<file path="config.mk">
export PLATFORM = sky130hd
export DESIGN_NAME = haze_axis_tx
export DESIGN_NICKNAME = d
export VERILOG_FILES = /design/src/rtl/haze_axis_pkg.sv /design/src/rtl/haze_axis_tx_pix_sync_fifo.sv /design/src/rtl/haze_axis_tx.sv
export SDC_FILE = /design/constraint.sdc
export NUM_CORES = 1
export LEC_CHECK = 0
export ABC_AREA = 1
export BUFFER_PORTS_ARGS = -buffer_cell sky130_fd_sc_hd__buf_2
export CAP_MARGIN = 15
export CORE_MARGIN = 2
export CORE_UTILIZATION = 50
export DETAILED_ROUTE_END_ITERATION = 6
export GPL_TIMING_DRIVEN = 0
export PLACE_DENSITY = 0.67
export SETUP_SLACK_MARGIN = 0.5
export SYNTH_ARGS = -nofsm -noshare
export SYNTH_HDL_FRONTEND = slang
export SYNTH_HIERARCHICAL = 1
export SYNTH_SLANG_ARGS = --single-unit
</file>
<file path="constraint.sdc">
create_clock -name clk -period 3.8 [get_ports clk]
set_input_delay 0.95 -clock clk [delete_from_list [all_inputs] [get_ports clk]]
set_output_delay 0.95 -clock clk [all_outputs]
set_load 0.02 [all_outputs]
</file>
<file path="src/rtl/haze_axis_pkg.sv">
// haze_axis_pkg
//   Shared constants for the haze-removal AXI4-Stream output stage.
//   PIX_W    : width of one RGB pixel {R,G,B}
//   TDATA_W  : AXI4-Stream data width (pixel zero-extended)
//   ENTRY_W  : FIFO entry width, {sof, last, pixel}
//   TAG_SOF / TAG_LAST : bit positions of the frame tags inside an entry
package haze_axis_pkg;

  localparam int PIX_W    = 24;
  localparam int TDATA_W  = 32;
  localparam int ENTRY_W  = 26;
  localparam int TAG_SOF  = 25;
  localparam int TAG_LAST = 24;

  // Counter width able to hold 0..n-1, never narrower than one bit.
  function automatic int cnt_width(input int n);
    return (n > 1) ? $clog2(n) : 1;
  endfunction

endpackage

</file>
<file path="src/rtl/haze_axis_tx_pix_sync_fifo.sv">
// pix_sync_fifo
//   Small synchronous first-word-fall-through FIFO: the head entry is
//   visible on pop_data whenever empty is low.
//   Ports:
//     clk, rst          : clock, asynchronous active-high reset
//     push, push_data   : write request; accepted when not full, or when
//                         full and a pop happens in the same cycle
//     pop, pop_data     : read request / head entry
//     full, empty       : status flags
//     count             : number of stored entries (0..DEPTH)
module pix_sync_fifo #(
  parameter int WIDTH = 26,
  parameter int DEPTH = 16
) (
  input  logic                   clk,
  input  logic                   rst,
  input  logic                   push,
  input  logic [WIDTH-1:0]       push_data,
  input  logic                   pop,
  output logic [WIDTH-1:0]       pop_data,
  output logic                   full,
  output logic                   empty,
  output logic [$clog2(DEPTH):0] count
);

  localparam int AW = $clog2(DEPTH);

  logic [WIDTH-1:0] mem [DEPTH];
  logic [AW-1:0]    wr_ptr;
  logic [AW-1:0]    rd_ptr;
  logic [AW:0]      cnt;
  logic             do_push;
  logic             do_pop;

  assign empty    = (cnt == '0);
  assign full     = (cnt == (AW+1)'(DEPTH));
  assign count    = cnt;
  assign pop_data = mem[rd_ptr];

  assign do_pop  = pop & ~empty;
  // A pop frees the slot this cycle, so a push into a full FIFO still fits.
  assign do_push = push & (~full | do_pop);

  // Storage is not reset; stale contents are unreachable once pointers clear.
  always_ff @(posedge clk) begin
    if (do_push) mem[wr_ptr] <= push_data;
  end

  // DEPTH is a power of two, so pointers wrap naturally.
  always_ff @(posedge clk or posedge rst) begin
    if (rst) begin
      wr_ptr <= '0;
      rd_ptr <= '0;
      cnt    <= '0;
    end else begin
      if (do_push) wr_ptr <= wr_ptr + 1'b1;
      if (do_pop)  rd_ptr <= rd_ptr + 1'b1;
      case ({do_push, do_pop})
        2'b10:   cnt <= cnt + 1'b1;
        2'b01:   cnt <= cnt - 1'b1;
        default: cnt <= cnt;
      endcase
    end
  end

endmodule

</file>
<file path="src/rtl/haze_axis_tx.sv">
// haze_axis_tx
//   AXI4-Stream master output stage for the haze-removal pixel pipeline.
//   Pixels are tagged with start/end-of-frame, buffered in a FIFO behind a
//   registered output beat, and dropped (sticky overflow) when no room.
//   Ports:
//     clk, rst               : clock, asynchronous active-high reset
//     enable                 : input-side enable (low: ignore input, freeze position)
//     in_pixel, in_valid     : free-running pixel stream, no back-pressure
//     almost_full            : occupancy (FIFO + output beat) >= ALMOST_FULL_TH
//     overflow               : sticky, a valid pixel was dropped
//     M_AXIS_*               : AXI4-Stream master (TUSER = SOF, TLAST = end of frame)
//     frame_done             : one-cycle pulse after a TLAST beat transfers
//     frame_count            : frames transferred, wrapping
module haze_axis_tx
  import haze_axis_pkg::*;
#(
  parameter int IMG_WIDTH      = 512,
  parameter int IMG_HEIGHT     = 512,
  parameter int FIFO_DEPTH     = 16,
  parameter int ALMOST_FULL_TH = 12
) (
  input  logic               clk,
  input  logic               rst,
  input  logic               enable,
  input  logic [PIX_W-1:0]   in_pixel,
  input  logic               in_valid,
  output logic               almost_full,
  output logic               overflow,
  output logic [TDATA_W-1:0] M_AXIS_TDATA,
  output logic               M_AXIS_TVALID,
  input  logic               M_AXIS_TREADY,
  output logic               M_AXIS_TLAST,
  output logic               M_AXIS_TUSER,
  output logic               frame_done,
  output logic [15:0]        frame_count
);

  localparam int COL_W = cnt_width(IMG_WIDTH);
  localparam int ROW_W = cnt_width(IMG_HEIGHT);
  localparam int CNT_W = $clog2(FIFO_DEPTH) + 1;
  localparam int OCC_W = CNT_W + 1;
  localparam logic [COL_W-1:0] COL_LAST = COL_W'(IMG_WIDTH - 1);
  localparam logic [ROW_W-1:0] ROW_LAST = ROW_W'(IMG_HEIGHT - 1);
  localparam logic [OCC_W-1:0] AF_TH    = OCC_W'(ALMOST_FULL_TH);

  logic [COL_W-1:0]   col_reg;
  logic [ROW_W-1:0]   row_reg;
  logic [TDATA_W-1:0] tdata_reg;
  logic               tvalid_reg;
  logic               tlast_reg;
  logic               tuser_reg;
  logic               overflow_reg;
  logic               frame_done_reg;
  logic [15:0]        frame_count_reg;

  logic               in_event;
  logic [ENTRY_W-1:0] in_entry;
  logic               xfer;
  logic               out_free;
  logic               bypass;
  logic               fifo_push;
  logic               fifo_pop;
  logic               drop;
  logic [ENTRY_W-1:0] fifo_data;
  logic [ENTRY_W-1:0] load_entry;
  logic               fifo_full;
  logic               fifo_empty;
  logic [CNT_W-1:0]   fifo_count;
  logic [OCC_W-1:0]   occupancy;

  assign in_event = in_valid & enable;
  assign in_entry = {(col_reg == '0) && (row_reg == '0),
                     (col_reg == COL_LAST) && (row_reg == ROW_LAST),
                     in_pixel};

  assign xfer     = tvalid_reg & M_AXIS_TREADY;
  // Output beat can take new data this cycle if it is empty or leaving.
  assign out_free = ~tvalid_reg | M_AXIS_TREADY;
  assign fifo_pop = out_free & ~fifo_empty;
  // Empty FIFO and free output beat: skip the FIFO for one-cycle latency.
  assign bypass    = in_event & out_free & fifo_empty;
  assign fifo_push = in_event & ~bypass & (~fifo_full | fifo_pop);
  assign drop      = in_event & ~bypass & fifo_full & ~fifo_pop;
  assign load_entry = fifo_pop ? fifo_data : in_entry;

  pix_sync_fifo #(
    .WIDTH (ENTRY_W),
    .DEPTH (FIFO_DEPTH)
  ) u_fifo (
    .clk       (clk),
    .rst       (rst),
    .push      (fifo_push),
    .push_data (in_entry),
    .pop       (fifo_pop),
    .pop_data  (fifo_data),
    .full      (fifo_full),
    .empty     (fifo_empty),
    .count     (fifo_count)
  );

  // Position advances on every accepted event, dropped or not, so that
  // frame boundaries stay aligned after a loss.
  always_ff @(posedge clk or posedge rst) begin
    if (rst) begin
      col_reg <= '0;
      row_reg <= '0;
    end else if (in_event) begin
      if (col_reg == COL_LAST) begin
        col_reg <= '0;
        row_reg <= (row_reg == ROW_LAST) ? '0 : row_reg + 1'b1;
      end else begin
        col_reg <= col_reg + 1'b1;
      end
    end
  end

  always_ff @(posedge clk or posedge rst) begin
    if (rst) begin
      tdata_reg       <= '0;
      tvalid_reg      <= 1'b0;
      tlast_reg       <= 1'b0;
      tuser_reg       <= 1'b0;
      overflow_reg    <= 1'b0;
      frame_done_reg  <= 1'b0;
      frame_count_reg <= '0;
    end else begin
      if (fifo_pop || bypass) begin
        tdata_reg  <= {{(TDATA_W-PIX_W){1'b0}}, load_entry[PIX_W-1:0]};
        tlast_reg  <= load_entry[TAG_LAST];
        tuser_reg  <= load_entry[TAG_SOF];
        tvalid_reg <= 1'b1;
      end else if (xfer) begin
        tvalid_reg <= 1'b0;
      end
      if (drop) overflow_reg <= 1'b1;
      frame_done_reg <= xfer & tlast_reg;
      if (xfer && tlast_reg) frame_count_reg <= frame_count_reg + 16'd1;
    end
  end

  assign occupancy   = {1'b0, fifo_count} + OCC_W'(tvalid_reg);
  assign almost_full = (occupancy >= AF_TH);

  assign M_AXIS_TDATA  = tdata_reg;
  assign M_AXIS_TVALID = tvalid_reg;
  assign M_AXIS_TLAST  = tlast_reg;
  assign M_AXIS_TUSER  = tuser_reg;
  assign overflow      = overflow_reg;
  assign frame_done    = frame_done_reg;
  assign frame_count   = frame_count_reg;

endmodule

</file>
==> load_flow_metrics.sql, run 1 <==
INSERT INTO impl_metrics (metric_group, metric, value, unit) VALUES
('logic_synthesis', 'postSynth.asyncResetShare', '0.154', ''),
('clock_tree', 'worst_skew_pair.late_latency', '600', 'ps'),
('critical_path', 'path_common_cell', 'sky130_fd_sc_hd__inv_1', ''),
('timing', 'hold_violations', '0', ''),
('critical_path', 'timing.critical_path.required', '4080', 'ps'),
('clock_tree', 'clock_sink_count', '492', ''),
('final_layout', 'design_area', '24100', 'sq um'),
('clock_tree', 'cts_tree', 'built', ''),
('logic_synthesis', 'yosysMostFrequentCell', 'sky130_fd_sc_hd__edfxtp_1', ''),
('logic_synthesis', 'yosys_register_bits', '492', ''),
('logic_synthesis', 'synth_cell_type_count', '40', ''),
('die', 'initial_standard_cell_utilization_of_the_core', '0.506', ''),
('min_path', 'hold_path.class', 'in -> async', ''),
('status', 'run_status', 'finished clean', ''),
('global_routing', 'antenna_violations_before_repair', '0', ''),
('logic_synthesis', 'synth-edff-count', '416', ''),
('logic_synthesis', 'synthDominantAreaCellType', 'sky130_fd_sc_hd__edfxtp_1', ''),
('placement', 'post_detailed_placement_half_perimeter_wirelength', '38100', 'microns'),
('logic_synthesis', 'synth.area.top_cells', 'sky130_fd_sc_hd__edfxtp_1 61%, sky130_fd_sc_hd__dfrtp_1 9.2%, sky130_fd_sc_hd__nor2_1 5.6%', ''),
('routing', 'post_drt_via_cell_ratio', '5.84', ''),
('critical_path', 'crit_chain', 'nor2_1 > nand3_1 > inv_1 > inv_1 > nand2_4 > buf_2 > a211oi_2 > o21ai_2 > inv_1 > nand2_1 > nor2_4 > buf_16', ''),
('critical_path', 'slowest_cell_delay_on_critical_path', '460', 'ps'),
('final_layout', 'antenna_cells_inserted', '0', ''),
('critical_path', 'worstSetupEndpointType', 'register', ''),
('placement', 'place.port_buffers', '74', ''),
('pwr', 'vdd_drop_max', '0.511', 'mV'),
('global_routing', 'grt_pass1_vias', '14100', ''),
('timing', 'largest_clock_skew_in_the_final_design', '27.0', 'ps'),
('pwr', 'power_leakage', '9.08', 'nW'),
('timing', 'fmax', '316', 'MHz'),
('logic_synthesis', 'synth.top_cells.by_count', '416 x sky130_fd_sc_hd__edfxtp_1, 307 x sky130_fd_sc_hd__nor2_1, 247 x sky130_fd_sc_hd__nand2_1, 205 x sky130_fd_sc_hd__o21ai_0, 104 x sky130_fd_sc_hd__o211ai_1', ''),
('die', 'design.die.area', '42800', 'sq um'),
('final_layout', 'syn_to_final_growth', '17.2', '%'),
('timing', 'finalSetupTns', '0', 'ps'),
('logic_synthesis', 'top_cell_type_s_share_of_synthesized_area', '0.607', ''),
('global_routing', 'maximum_number_of_pins_on_one_net_before_global_route_repair', '54', ''),
('routing', 'via_count', '14600', ''),
('final_layout', 'drive_above_1_share', '0.141', ''),
('routing', 'detailedRoute.firstIterationViolations', '1924', ''),
('logic_synthesis', 'synthesis.yosys.warnings', '6', ''),
('clock_tree', 'cts-buffers-inserted', '50', ''),
('die', 'die_height', '207', 'microns'),
('die', 'fp.coreArea', '40700', 'sq um'),
('timing', 'final.min_clock_period', '3170', 'ps'),
('routing', 'antenna_violating_nets_post_route', '0', ''),
('routing', 'wirelength', '59600', 'microns'),
('clock_tree', 'worst_setup_hold_path_clk_slew', '60', 'ps'),
('timing', 'timing.final.max_slew_violations', '0', ''),
('placement', 'globalplace.congestion', '0.854', ''),
('run', 'cap_violations', '0', ''),
('clock_tree', 'cts_buffer_depth', '3', ''),
('clock_tree', 'cts.root.buffer_cell', 'sky130_fd_sc_hd__clkbuf_16', ''),
('critical_path', 'critPathSlowestCell', 'sky130_fd_sc_hd__dfrtp_1', ''),
('die', 'die_width', '207', 'microns'),
('final_layout', 'num-nets-final', '1981', ''),
('logic_synthesis', 'synth_flop_cell', 'sky130_fd_sc_hd__edfxtp_1', ''),
('timing', 'setup_viol', '0', ''),
('logic_synthesis', 'synth_area_per_cell', '11.7', 'sq um'),
('routing', 'drc', '0', ''),
('placement', 'place_area', '22200', 'sq um'),
('pwr', 'power_density', '748', 'nW/um^2'),
('global_routing', 'grt_residual_overflow', '0', ''),
('clock_tree', 'cts.htree.levels', '2', ''),
('critical_path', 'critical_path_class', 'reg -> reg', ''),
('timing', 'rsz_0062_raised_after_global_routing', 'false', ''),
('final_layout', 'final_util', '0.593', ''),
('logic_synthesis', 'cell_area_after_technology_mapping', '20600', 'sq um'),
('critical_path', 'arrival', '3450', 'ps'),
('logic_synthesis', 'ys_seq_area_frac', '0.699', ''),
('final_layout', 'max_reg_flops', '416', ''),
('critical_path', 'largest_fanout_on_the_critical_path', '13', '');
==> worst max-delay path: cells and delay by family (launching register included) <==
family | cells | cell delay (ps)
simple gates | 5 | 1000
buf+inv | 5 | 870
compound gates | 2 | 480
flops | 1 | 460
==> placed cells by master (no fill, tap or decap), types with 3 or more instances in the layout <==
| cell | netlist | routed |
|---|---|---|
| sky130_fd_sc_hd__inv_2 | 6 | 6 |
| sky130_fd_sc_hd__nand3b_1 | 3 | 3 |
| sky130_fd_sc_hd__nand2_2 | 4 | 4 |
| sky130_fd_sc_hd__buf_4 | 19 | 23 |
| sky130_fd_sc_hd__nor2_2 | 3 | 3 |
| sky130_fd_sc_hd__dfrtp_1 | 76 | 76 |
| sky130_fd_sc_hd__bufinv_16 | 0 | 3 |
| sky130_fd_sc_hd__nor2_4 | 0 | 16 |
| sky130_fd_sc_hd__nand2_1 | 247 | 247 |
| sky130_fd_sc_hd__o21ai_1 | 17 | 17 |
| sky130_fd_sc_hd__clkbuf_16 | 0 | 51 |
| sky130_fd_sc_hd__o21ai_0 | 205 | 205 |
| sky130_fd_sc_hd__o211ai_1 | 104 | 104 |
| sky130_fd_sc_hd__clkinv_2 | 0 | 10 |
| sky130_fd_sc_hd__xnor2_1 | 5 | 5 |
| sky130_fd_sc_hd__edfxtp_1 | 416 | 416 |
| sky130_fd_sc_hd__nand3_1 | 86 | 86 |
| sky130_fd_sc_hd__clkbuf_8 | 0 | 7 |
| sky130_fd_sc_hd__buf_16 | 0 | 12 |
| sky130_fd_sc_hd__buf_2 | 25 | 98 |
| sky130_fd_sc_hd__clkinv_1 | 1 | 7 |
| sky130_fd_sc_hd__nand4_1 | 4 | 4 |
| sky130_fd_sc_hd__inv_1 | 86 | 85 |
| sky130_fd_sc_hd__xor2_1 | 15 | 15 |
| sky130_fd_sc_hd__buf_6 | 13 | 13 |
| sky130_fd_sc_hd__nor3_1 | 5 | 5 |
| sky130_fd_sc_hd__buf_12 | 0 | 19 |
| sky130_fd_sc_hd__a21oi_1 | 41 | 41 |
| sky130_fd_sc_hd__conb_1 | 1 | 8 |
| sky130_fd_sc_hd__clkbuf_1 | 41 | 55 |
| sky130_fd_sc_hd__nor2_1 | 307 | 291 |
| sky130_fd_sc_hd__ha_1 | 17 | 17 |
==> metal layers <==
metal | vias up | global-route usage | part of all wire
met5 | - | 0 | 0
met4 | 0 | 0.121 | 0.043
met3 | 167 | 0.0499 | 0.10
met2 | 850 | 0.467 | 0.47
met1 | 7096 | 0.368 | 0.38
li1 | 6528 | - | -
==> power by group <==
group	leakage (nW)	switching [mW]	internal, mW
clock	0.791	2.03	2.80
sequential	4.72	0.282	6.36
combinational	3.57	4.65	1.93
==> path summary, 6_finish.rpt <==
check,from,to,slack (ps),cells past startpoint
worst max-delay path,u_fifo/count[0]$_DFFE_PP0P_,u_fifo/mem[15][5]$_DFFE_PP_,630,12
worst min-delay path,rst,M_AXIS_TDATA[22]$_DFFE_PP0P_,290,2
worst max register to register,u_fifo/count[0]$_DFFE_PP0P_,u_fifo/mem[15][5]$_DFFE_PP_,630,12
worst min register to register,M_AXIS_TDATA[2]$_DFFE_PP0P_,M_AXIS_TDATA[2]$_DFFE_PP0P_,470,2
max in group asynchronous,rst,M_AXIS_TDATA[6]$_DFFE_PP0P_,2930,3
min in group clk,M_AXIS_TDATA[2]$_DFFE_PP0P_,M_AXIS_TDATA[2]$_DFFE_PP0P_,470,2
==> final cells by class <==
cell class | count | area (sq um)
flip-flops and latches | 492 | 14400
inverters | 94 | 358
clock buffers | 72 | 1430
fillers | 3181 | 16600
plain buffers | 101 | 593
multi-input cells | 1086 | 5410
clock inverters | 21 | 179
repair buffers | 109 | 1110
well taps | 532 | 666
==> stage by stage <==
step                instances  setup WS [ps]  total power [mW]
floorplan                1773            181              10.6
global placement         2379          -1860              12.8
detailed placement       2397           -110              13.1
CTS                      2507            628              17.9
global route             2507            501              18.8
finish                   2507            631              18.1
==> logic make-up (layout without fill, tap and decap cells) <==
logic type | after synthesis | in the layout | synth area share
AO/OA/AOI/OAI | 372 | 372 | 0.104
XOR/XNOR | 20 | 20 | 0.00851
adder cells (fa/ha/maj) | 18 | 18 | 0.0113
buffers and inverters | 195 | 397 | 0.0459
flip-flops | 492 | 492 | 0.699
other | 1 | 8 | 0.000182
AND/OR/NAND/NOR | 668 | 668 | 0.132
==> timing repair <==
item	in CTS	in global routing
hold buffers	0	0
setup endpoints to repair	313	417
buffers inserted	17	0
endpoints found under the hold margin	0	0
pin swaps	16	0
gates resized for setup	0	2
Power figures use the tool's default switching activity.
==> run 2: changes to the inputs <==
Settings changed: PLACE_DENSITY 0.67 to 0.69.
Clock period 3.8 ns to 2.9 ns, I/O delays scaled along.
==> load_flow_metrics.sql, run 2 (same netlist as run 1, synthesis figures left out) <==
INSERT INTO impl_metrics (metric_group, metric, value, unit) VALUES
('final_layout', 'num-nets-final', '2069', ''),
('critical_path', 'worstSetupEndpointType', 'register', ''),
('timing', 'relSlewSlack', '0.289', ''),
('final_layout', 'drive_above_1_share', '0.198', ''),
('timing', 'fmax', '395', 'MHz'),
('global_routing', 'met1_usage', '0.410', ''),
('placement', 'post_detailed_placement_half_perimeter_wirelength', '34800', 'microns'),
('critical_path', 'capturing_instance_or_port_of_the_critical_path', 'u_fifo/mem[1][24]$_DFFE_PP_', ''),
('global_routing', 'grt_pass1_vias', '15000', ''),
('routing', 'post_drt_via_cell_ratio', '6.00', ''),
('timing', 'tightest_slew', '1060', 'ps'),
('pwr', 'power_leakage', '9.67', 'nW'),
('die', 'die_height', '207', 'microns'),
('critical_path', 'critical_path_class', 'reg -> reg', ''),
('critical_path', 'largest_fanout_on_the_critical_path', '6', ''),
('global_routing', 'grt_first_pass_wirelength', '95900', 'microns'),
('critical_path', 'r2r-end', 'u_fifo/mem[1][24]$_DFFE_PP_', ''),
('timing', 'timing.final.max_slew_violations', '0', ''),
('global_routing', 'use_met2', '0.493', ''),
('status', 'run_status', 'finished clean', ''),
('placement', 'globalplace.congestion', '0.859', ''),
('clock_tree', 'cts_hold_buffers', '0', ''),
('clock_tree', 'worst_setup_hold_path_clk_slew', '60', 'ps'),
('final_layout', 'max_reg_flops', '416', ''),
('clock_tree', 'cts-buffers-inserted', '51', ''),
('final_layout', 'antenna_cells_inserted', '0', ''),
('placement', 'place_area', '22000', 'sq um'),
('die', 'initial_standard_cell_utilization_of_the_core', '0.506', ''),
('die', 'fp.coreArea', '40700', 'sq um'),
('timing', 'finalSetupTns', '0', 'ps'),
('final_layout', 'stdcell_count', '2596', ''),
('critical_path', 'r2r_slack', '370', 'ps'),
('die', 'rows', '74', ''),
('global_routing', 'grt.busiest_layer', 'met2', ''),
('global_routing', 'global_route.usage.met3', '0.0636', ''),
('routing', 'antenna_violating_nets_post_route', '0', ''),
('routing', 'drt_pre_antenna_iters', '6', ''),
('timing', 'setup_ws', '369', 'ps'),
('timing', 'largest_clock_skew_in_the_final_design', '28.0', 'ps'),
('critical_path', 'start_kind', 'register', ''),
('clock_tree', 'cts.root.buffer_cell', 'sky130_fd_sc_hd__clkbuf_16', ''),
('routing', 'detailedRoute.firstIterationViolations', '2068', ''),
('global_routing', 'grt_residual_overflow', '0', ''),
('timing', 'hold_violations', '0', ''),
('global_routing', 'antenna_violations_before_repair', '0', ''),
('placement', 'dp_cells', '2381', ''),
('pwr', 'power_density', '988', 'nW/um^2'),
('routing', 'drc', '0', ''),
('die', 'die_width', '207', 'microns'),
('clock_tree', 'cts_tree', 'built', ''),
('clock_tree', 'cts.htree.levels', '2', ''),
('die', 'design.die.area', '42800', 'sq um'),
('timing', 'finalCritPeriodShare', '0.873', ''),
('placement', 'pre_cts_slack', '-548', 'ps'),
('timing', 'rsz_0062_raised_after_global_routing', 'true', ''),
('pwr', 'finalPower', '25.3', 'mW'),
('clock_tree', 'worst_skew_pair.late_latency', '630', 'ps'),
('pwr', 'vdd_drop_max', '0.796', 'mV'),
('placement', 'place.port_buffers', '74', ''),
('min_path', 'hold_path.class', 'in -> async', ''),
('clock_tree', 'cts_buffer_depth', '3', ''),
('final_layout', 'final_cell_mix', '416 x sky130_fd_sc_hd__edfxtp_1, 289 x sky130_fd_sc_hd__nor2_1, 242 x sky130_fd_sc_hd__nand2_1', ''),
('global_routing', 'maximum_number_of_pins_on_one_net_before_global_route_repair', '49', ''),
('timing', 'final.min_clock_period', '2530', 'ps'),
('routing', 'wirelength', '67100', 'microns'),
('critical_path', 'ff2ff_path_depth', '12', ''),
('critical_path', 'worstSetupStartpoint', 'M_AXIS_TVALID$_DFFE_PP0P_', ''),
('critical_path', 'arrival', '2860', 'ps'),
('die', 'io_pins', '83', ''),
('critical_path', 'timing.critical_path.required', '3220', 'ps'),
('timing', 'finalHoldWorstSlack', '85.6', 'ps'),
('final_layout', 'syn_to_final_growth', '24.2', '%'),
('global_routing', 'globalRouteTotalUtil', '0.313', ''),
('final_layout', 'layout_commonest_cell', 'sky130_fd_sc_hd__edfxtp_1', ''),
('final_layout', 'final_util', '0.628', ''),
('final_layout', 'design_area', '25600', 'sq um'),
('clock_tree', 'clock_sink_count', '492', ''),
('routing', 'via_count', '15600', ''),
('run', 'cap_violations', '0', ''),
('critical_path', 'critical_path.reg2reg.startpoint', 'M_AXIS_TVALID$_DFFE_PP0P_', ''),
('routing', 'route.detailed.wl_per_inst', '25.9', 'microns'),
('timing', 'setup_viol', '0', '');
## run 2: changes by cell type in the layout (fill, tap and decap cells not counted), moves of 7 or more
cell | previous run | this run
sky130_fd_sc_hd__clkbuf_1 | 55 | 43
sky130_fd_sc_hd__buf_16 | 12 | 4
sky130_fd_sc_hd__buf_4 | 23 | 48
sky130_fd_sc_hd__buf_12 | 19 | 45
sky130_fd_sc_hd__inv_1 | 85 | 78
sky130_fd_sc_hd__nor2_4 | 16 | 33
sky130_fd_sc_hd__buf_6 | 13 | 41
## run 2: worst min path at each step
stage,from,to,slack [ps],depth (start not counted)
after detailed placement,M_AXIS_TDATA[17]$_DFFE_PP0P_,M_AXIS_TDATA[17]$_DFFE_PP0P_,460,2
after global placement,M_AXIS_TDATA[15]$_DFFE_PP0P_,M_AXIS_TDATA[15]$_DFFE_PP0P_,460,2
after CTS,rst,M_AXIS_TDATA[22]$_DFFE_PP0P_,90,2
final,rst,M_AXIS_TDATA[22]$_DFFE_PP0P_,90,2
after global routing,rst,M_AXIS_TDATA[21]$_DFFE_PP0P_,110,2
after floorplan,row_reg[8]$_DFFE_PP0P_,row_reg[8]$_DFFE_PP0P_,470,2
## run 2: layout make-up
type | instances | area [sq um]
inverter | 94 | 402
buffer | 101 | 618
multi-input combinational | 1102 | 5780
sequential | 492 | 14400
tap | 532 | 666
clock inverter | 36 | 442
clock buffer | 59 | 1340
fill | 3064 | 15200
timing repair buffer | 180 | 1940
## run 2: what timing repair did
action / in CTS / in global routing
resized for setup: 49 / 48
cloned: 19 / 2
pin swaps: 39 / 23
setup buffers: 85 / 14
endpoints found under the setup margin: 421 / 409
## run 2: worst max-delay path, cell delays in order, from the launching register on
cell	delay (ps)
sky130_fd_sc_hd__dfrtp_2	440
sky130_fd_sc_hd__buf_6	140
sky130_fd_sc_hd__nand2_8	70
sky130_fd_sc_hd__nand2_8	80
sky130_fd_sc_hd__buf_12	130
sky130_fd_sc_hd__a211oi_4	250
sky130_fd_sc_hd__o21ai_2	100
sky130_fd_sc_hd__bufinv_8	210
sky130_fd_sc_hd__buf_8	120
sky130_fd_sc_hd__buf_6	110
sky130_fd_sc_hd__nand2_8	60
sky130_fd_sc_hd__nor2_4	270
sky130_fd_sc_hd__clkbuf_16	250
## run 2: metal layers
| metal | vias to the layer above | routed length (microns) |
|---|---|---|
| met5 | - | 0 |
| met4 | 0 | 4250 |
| met3 | 268 | 8020 |
| met2 | 1079 | 30600 |
| met1 | 7500 | 24300 |
| li1 | 6729 | - |
## run 2: where the power goes
part,total [mW],switching (mW),internal (mW)
combinational,9.59,6.70,2.89
clock,6.99,2.93,4.06
sequential,8.70,0.368,8.34
